## config.mk

```make
export PLATFORM = sky130hd
export DESIGN_NAME = ucsbece154b_sync_fifo
export DESIGN_NICKNAME = d
export VERILOG_FILES = /design/src/rtl/ucsbece154b_fifo_pkg.sv /design/src/rtl/ucsbece154b_fifo_ptr.sv /design/src/rtl/ucsbece154b_sync_fifo.sv
export SDC_FILE = /design/constraint.sdc
export NUM_CORES = 1
export LEC_CHECK = 0
export CELL_PAD_IN_SITES_DETAIL_PLACEMENT = 1
export CELL_PAD_IN_SITES_GLOBAL_PLACEMENT = 1
export CORE_MARGIN = 8
export CORE_UTILIZATION = 36
export DETAILED_ROUTE_END_ITERATION = 8
export DONT_BUFFER_PORTS = 1
export PLACE_DENSITY_LB_ADDON = 0.15
export RECOVER_POWER = 100
export SYNTH_ARGS = -nofsm -noshare
export SYNTH_HDL_FRONTEND = slang
export SYNTH_SLANG_ARGS = --single-unit
```

## constraint.sdc

```tcl
create_clock -name clk_i -period 2.5 [get_ports clk_i]
set_input_delay 0.5 -clock clk_i [delete_from_list [all_inputs] [get_ports clk_i]]
set_output_delay 0.5 -clock clk_i [all_outputs]
set_load 0.005 [all_outputs]
```

## src/rtl/ucsbece154b_fifo_pkg.sv

```systemverilog
// ----------------------------------------------------------------------------
// ucsbece154b_fifo_pkg
// Shared helpers for the synchronous FIFO:
//   ptr_width()    - bits needed to index NR_ENTRIES storage slots
//   count_width()  - bits needed to hold an occupancy of 0..NR_ENTRIES
//   params_legal() - elaboration-time sanity check of depth and thresholds
// ----------------------------------------------------------------------------
package ucsbece154b_fifo_pkg;

    function automatic int unsigned ptr_width(input int unsigned n);
        return (n > 1) ? $clog2(n) : 1;
    endfunction

    function automatic int unsigned count_width(input int unsigned n);
        return $clog2(n + 1);
    endfunction

    function automatic bit params_legal(input int n, input int afull, input int aempty);
        return (n >= 2) && (afull >= 0) && (afull <= n) && (aempty >= 0) && (aempty <= n);
    endfunction

endpackage

```

## src/rtl/ucsbece154b_fifo_ptr.sv

```systemverilog
// ----------------------------------------------------------------------------
// ucsbece154b_fifo_ptr
// Modulo-NR_ENTRIES wrap counter used for the FIFO head and tail pointers.
// Wraps NR_ENTRIES-1 -> 0, so depth need not be a power of two.
//   clk_i  : clock
//   rst_ni : asynchronous active-low reset (pointer -> 0)
//   clr_i  : synchronous clear, wins over inc_i
//   inc_i  : advance pointer by one slot
//   ptr_o  : current pointer value
// ----------------------------------------------------------------------------
module ucsbece154b_fifo_ptr
    import ucsbece154b_fifo_pkg::*;
#(
    parameter int unsigned NR_ENTRIES = 4,
    localparam int unsigned PW        = ptr_width(NR_ENTRIES)
) (
    input  logic          clk_i,
    input  logic          rst_ni,
    input  logic          clr_i,
    input  logic          inc_i,
    output logic [PW-1:0] ptr_o
);

    localparam logic [PW-1:0] LAST = PW'(NR_ENTRIES - 1);

    // NOTE: sequential state uses non-blocking assignment so every flop
    // samples pre-edge values regardless of block evaluation order.
    always_ff @(posedge clk_i or negedge rst_ni) begin
        if (!rst_ni) begin
            ptr_o <= '0;
        end else if (clr_i) begin
            ptr_o <= '0;
        end else if (inc_i) begin
            ptr_o <= (ptr_o == LAST) ? '0 : ptr_o + PW'(1);
        end
    end

endmodule

```

## src/rtl/ucsbece154b_sync_fifo.sv

```systemverilog
// ----------------------------------------------------------------------------
// ucsbece154b_sync_fifo
// Single-clock FIFO with registered status flags, overflow/underflow pulses,
// synchronous flush and a choice of show-ahead or registered read data.
//   clk_i          : clock
//   rst_ni         : asynchronous active-low reset
//   flush_i        : synchronous empty request, beats push/pop
//   push_i/data_i  : write request and data
//   pop_i          : read request
//   data_o         : read data (show-ahead head or last popped entry)
//   full_o         : occupancy == NR_ENTRIES
//   valid_o        : occupancy != 0
//   count_o        : occupancy
//   almost_full_o  : count_o >= AFULL_THRESH
//   almost_empty_o : count_o <= AEMPTY_THRESH
//   overflow_o     : one-cycle pulse after a rejected push
//   underflow_o    : one-cycle pulse after a rejected pop
// ----------------------------------------------------------------------------
module ucsbece154b_sync_fifo
    import ucsbece154b_fifo_pkg::*;
#(
    parameter int unsigned DATA_WIDTH    = 32,
    parameter int unsigned NR_ENTRIES    = 4,
    parameter bit          FALL_THROUGH  = 1'b1,
    parameter int          AFULL_THRESH  = NR_ENTRIES - 1,
    parameter int          AEMPTY_THRESH = 1,
    localparam int unsigned CW           = count_width(NR_ENTRIES)
) (
    input  logic                  clk_i,
    input  logic                  rst_ni,
    input  logic                  flush_i,
    input  logic                  push_i,
    input  logic [DATA_WIDTH-1:0] data_i,
    input  logic                  pop_i,
    output logic [DATA_WIDTH-1:0] data_o,
    output logic                  full_o,
    output logic                  valid_o,
    output logic [CW-1:0]         count_o,
    output logic                  almost_full_o,
    output logic                  almost_empty_o,
    output logic                  overflow_o,
    output logic                  underflow_o
);

    localparam int unsigned   PW        = ptr_width(NR_ENTRIES);
    localparam logic [CW-1:0] CNT_FULL  = CW'(NR_ENTRIES);
    localparam logic [CW-1:0] CNT_AFULL = CW'(AFULL_THRESH);
    localparam logic [CW-1:0] CNT_AEMPT = CW'(AEMPTY_THRESH);

    if (!params_legal(NR_ENTRIES, AFULL_THRESH, AEMPTY_THRESH)) begin : g_bad_params
        $error("ucsbece154b_sync_fifo: illegal NR_ENTRIES or threshold parameters");
    end

    logic [DATA_WIDTH-1:0] mem [NR_ENTRIES];
    logic [PW-1:0]         head;
    logic [PW-1:0]         tail;
    logic                  push_ok;
    logic                  pop_ok;
    logic [CW-1:0]         count_d;

    // Acceptance is judged on registered flags only, so there is no
    // combinational path from push_i/pop_i to any status output.
    // NOTE: every always_comb output gets a default first so no path can
    // leave it unassigned and infer a latch.
    always_comb begin
        push_ok = push_i && !full_o  && !flush_i;
        pop_ok  = pop_i  && valid_o  && !flush_i;
        count_d = count_o;
        if (flush_i) begin
            count_d = '0;
        end else begin
            case ({push_ok, pop_ok})
                2'b10:   count_d = count_o + CW'(1);
                2'b01:   count_d = count_o - CW'(1);
                default: count_d = count_o;
            endcase
        end
    end

    // Flags are loaded from the next-state count so they line up with count_o.
    always_ff @(posedge clk_i or negedge rst_ni) begin
        if (!rst_ni) begin
            count_o        <= '0;
            full_o         <= 1'b0;
            valid_o        <= 1'b0;
            almost_full_o  <= 1'b0;
            almost_empty_o <= 1'b1;
            overflow_o     <= 1'b0;
            underflow_o    <= 1'b0;
        end else begin
            count_o        <= count_d;
            full_o         <= (count_d == CNT_FULL);
            valid_o        <= (count_d != '0);
            almost_full_o  <= (count_d >= CNT_AFULL);
            almost_empty_o <= (count_d <= CNT_AEMPT);
            overflow_o     <= push_i && full_o   && !flush_i;
            underflow_o    <= pop_i  && !valid_o && !flush_i;
        end
    end

    // NOTE: storage is deliberately left out of reset; valid_o/count_o already
    // mark which slots hold live data, and a resettable array costs a mux per bit.
    always_ff @(posedge clk_i) begin
        if (push_ok) begin
            mem[tail] <= data_i;
        end
    end

    ucsbece154b_fifo_ptr #(.NR_ENTRIES(NR_ENTRIES)) u_head (
        .clk_i  (clk_i),
        .rst_ni (rst_ni),
        .clr_i  (flush_i),
        .inc_i  (pop_ok),
        .ptr_o  (head)
    );

    ucsbece154b_fifo_ptr #(.NR_ENTRIES(NR_ENTRIES)) u_tail (
        .clk_i  (clk_i),
        .rst_ni (rst_ni),
        .clr_i  (flush_i),
        .inc_i  (push_ok),
        .ptr_o  (tail)
    );

    if (FALL_THROUGH) begin : g_show_ahead
        // Head entry is visible while valid; forced to zero when empty so
        // stale storage never leaks out.
        assign data_o = valid_o ? mem[head] : '0;
    end else begin : g_registered
        always_ff @(posedge clk_i or negedge rst_ni) begin
            if (!rst_ni) begin
                data_o <= '0;
            end else if (pop_ok) begin
                data_o <= mem[head];
            end
        end
    end

endmodule

```

==> summary.md <==
| Metric | Value |
|---|---|
| Status | `finished, final reports clean` |
| Syn. warnings | `0` |
| Residual DRC | `0` |
| Crit. End Element | `output pin` |
| Register area | `4180 um^2` |
| # rows | `45` |
| H-Tree Level Count | `4` |
| Worst setup path class | `reg2out` |
| Worst setup path start | `u_head.ptr_o[0]$_DFFE_PN0P_` |
| Setup tns final | `0 ps` |
| Total core area | `15,100 um^2` |
| Largest net degree at the start of global routing | `36` |
| Clock skew | `7.72 ps` |
| Filler cells | `1,417` |
| DR iter-0 viols | `106` |
| Cell Chain, Critical Path | `clkbuf_4 -> mux4_2 -> and2_0` |
| Final Hold Fails | `0` |
| Cells after Synth | `262` |
| Number of buffers created by CTS | `17` |
| Most common cell after layout, fill and taps aside | `edfxtp_1` |
| Die Area | `19,600 um^2` |
| DIE HEIGHT | `140 um` |
| First-pass GRT wire length | `16,500 um` |
| Syn nets | `305` |
| Antenna Cells | `0` |
| Reg2reg end | `full_o$_DFF_PN0_` |
| Routability cong. | `0.684` |
| Min cycle time layout | `2380 ps` |
| Max cap viols | `0` |
| Critical path endpoint | `data_o[27]` |
| Final WS setup | `122 ps` |
| EDFF count, synth | `128` |
| Peak VDD IR | `0.415 mV` |
| Synth unique cells | `29` |
| CP Launch Type | `flop` |
| Routed vias/inst | `4.96` |
| Most used cells in the layout excluding fill and tap cells | `edfxtp_1 (128), mux4_2 (28), and2_0 (26), clkbuf_16 (17), dfrtp_1 (10)` |
| Chip width | `140 um` |
| Final cycle utilization of the critical path | `95.1%` |
| Synth Cell Area | `5540 um^2` |
| IO Pins | `78` |
| RSZ-0062 raised after global routing | `no` |
| Slowest stage delay, CP | `510 ps` |
| Arrival time of the worst setup path | `1880 ps` |
| TritonRoute pass-1 iters | `4` |
| RR Startpoint | `full_o$_DFF_PN0_` |
| Hpwl dp | `6780 um` |
| Number of synthesized register bits | `141` |
| Multi-input gate area | `1250 um^2` |
| Register area share after synthesis | `75.3%` |
| F_max | `420 MHz` |
| Leakage | `2.11 nW` |
| Max FO, Critical Path | `6` |
| Clock sinks | `141` |
| Nets | `329` |
| PD cells | `881 nW/um^2` |
| Required time of the worst setup path | `2000 ps` |
| Main synth FF type | `edfxtp_1` |
| Antenna violations before repair | `0` |
| Vias in the first global route | `2,717` |
| R2R Setup Slk | `230 ps` |
| Synthesized area per cell | `21.1 um^2` |
| Root Buffer | `clkbuf_16` |
| Area Growth Syn to Fin | `16.1%` |
| Worst-margin pin slew | `931 ps` |
| Final setup vio count | `0` |
| Maximum clock insertion buffer count | `2` |
| Placement Setup Slack | `151 ps` |
| PortBufs | `0` |
| Ys async rst share | `9.22%` |
| Total grt overflow | `0` |
| Reg clk slew, reported paths | `60 ps` |
| Rel. slew slack | `37.9%` |
| Antenna Nets Post-Route | `0` |
| Max Slew Vio Count | `0` |
| Initial Utilization | `36.7%` |
| CP max stage cell | `mux4_2` |
| Clk Latency, worst-skew pair | `410 ps` |
| Wire per inst | `22.2 um` |
| Worst Hold Class | `in2reg` |
| Post-Route WL | `10,800 um` |
| CTS tree | `done` |
| Share of layout cells above drive strength 1 | `25.4%` |
| Worst R2R Path Depth | `7` |
| Post-layout total power | `5.66 mW` |
| Total vias in the final route | `2,415` |
| GRT Util Overall | `11.7%` |
## state kept, by name, indices dropped and copies added (netlist names), 2 cells and up
signal / flops
mem: 128
count_o: 3
u_head.ptr_o: 2
u_tail.ptr_o: 2
## synth_stat cells, drive strengths merged, types with 2 or more instances
cell | instances | area share (%)
and2 | 36 | 4.1
ha | 5 | 1.1
nor2b | 2 | 0.23
dfrtp | 12 | 5.4
xor2 | 3 | 0.47
edfxtp | 128 | 69
nand2 | 2 | 0.14
inv | 3 | 0.20
mux2i | 2 | 0.36
clkbuf | 5 | 0.34
buf | 7 | 1.6
mux4 | 32 | 13
nor2 | 7 | 0.47
nand3 | 2 | 0.18
xnor2 | 2 | 0.32
nor3b | 4 | 0.54
## routing by layer
metal | part of all wire (%) | GRT usage, %
met1 | 41 | 12.3
met2 | 51 | 19.7
met3 | 7.2 | 5.84
met4 | 1.2 | 4.63
met5 | 0 | 0
## per-stage QoR
| step | cell area, um^2 | std cells | utilization [%] | hold WS [ps] |
|---|---|---|---|---|
| global route | 6430 | 487 | 42.6 | 121 |
| detailed placement | 5820 | 452 | 38.5 | 205 |
| global placement | 5820 | 452 | 38.5 | 205 |
| finish | 6430 | 487 | 42.6 | 149 |
| CTS | 6470 | 487 | 42.9 | 121 |
| floorplan | 5540 | 262 | - | 204 |
## worst max-delay path, delay by kind of cell (launching register included)
kind / cells / cell delay [ps]
AND/OR/NAND/NOR: 1 / 220
flip-flops: 1 / 490
multiplexers: 1 / 510
buffers and inverters: 1 / 250
## where the power goes
part	internal (mW)	total [mW]	switching, mW
clock network	1.67	2.61	0.941
logic	0.168	0.360	0.192
registers	2.66	2.70	0.0354
total	4.49	5.66	1.17
## cells by family (layout without fill, tap and decap cells)
| kind of cell | count (synthesis) | in the layout | share of synthesized area (%) |
|---|---|---|---|
| buffers and inverters | 15 | 52 | 2.10 |
| flip-flops | 141 | 141 | 75.3 |
| XOR/XNOR | 5 | 5 | 0.791 |
| AO/OA/AOI/OAI | 4 | 4 | 0.520 |
| AND/OR/NAND/NOR | 57 | 57 | 6.12 |
| multiplexers | 34 | 34 | 13.6 |
| adder cells (fa/ha/maj) | 6 | 6 | 1.49 |
## timing repair
action,in CTS,in global routing
endpoints found under the setup margin,24,0
endpoints found under the hold margin,13,0
gates resized for setup,1,0
setup buffers,2,0
hold buffers,1,0
## final cells by class
cell class	instances	share of cell area, %
clock buffers	17	6.62
flip-flops and latches	141	64.9
multi-input cells	106	19.5
inverters	3	0.175
repair buffers	17	2.06
clock inverters	15	3.06
well taps	188	3.66
## worst min-delay path by stage
stage | start | to | slack, ps | cells after the start
after floorplan | rst_ni | almost_full_o$_DFF_PN0_ | 200 | 0
after global placement | rst_ni | count_o[0]$_DFF_PN0_ | 200 | 0
after detailed placement | rst_ni | count_o[2]$_DFF_PN0_ | 200 | 0
after CTS | flush_i | count_o[0]$_DFF_PN0_ | 120 | 1
after global routing | flush_i | u_head.ptr_o[0]$_DFFE_PN0P_ | 120 | 1
final | flush_i | count_o[0]$_DFF_PN0_ | 150 | 1
No activity file was read; power rests on OpenSTA's default activity.
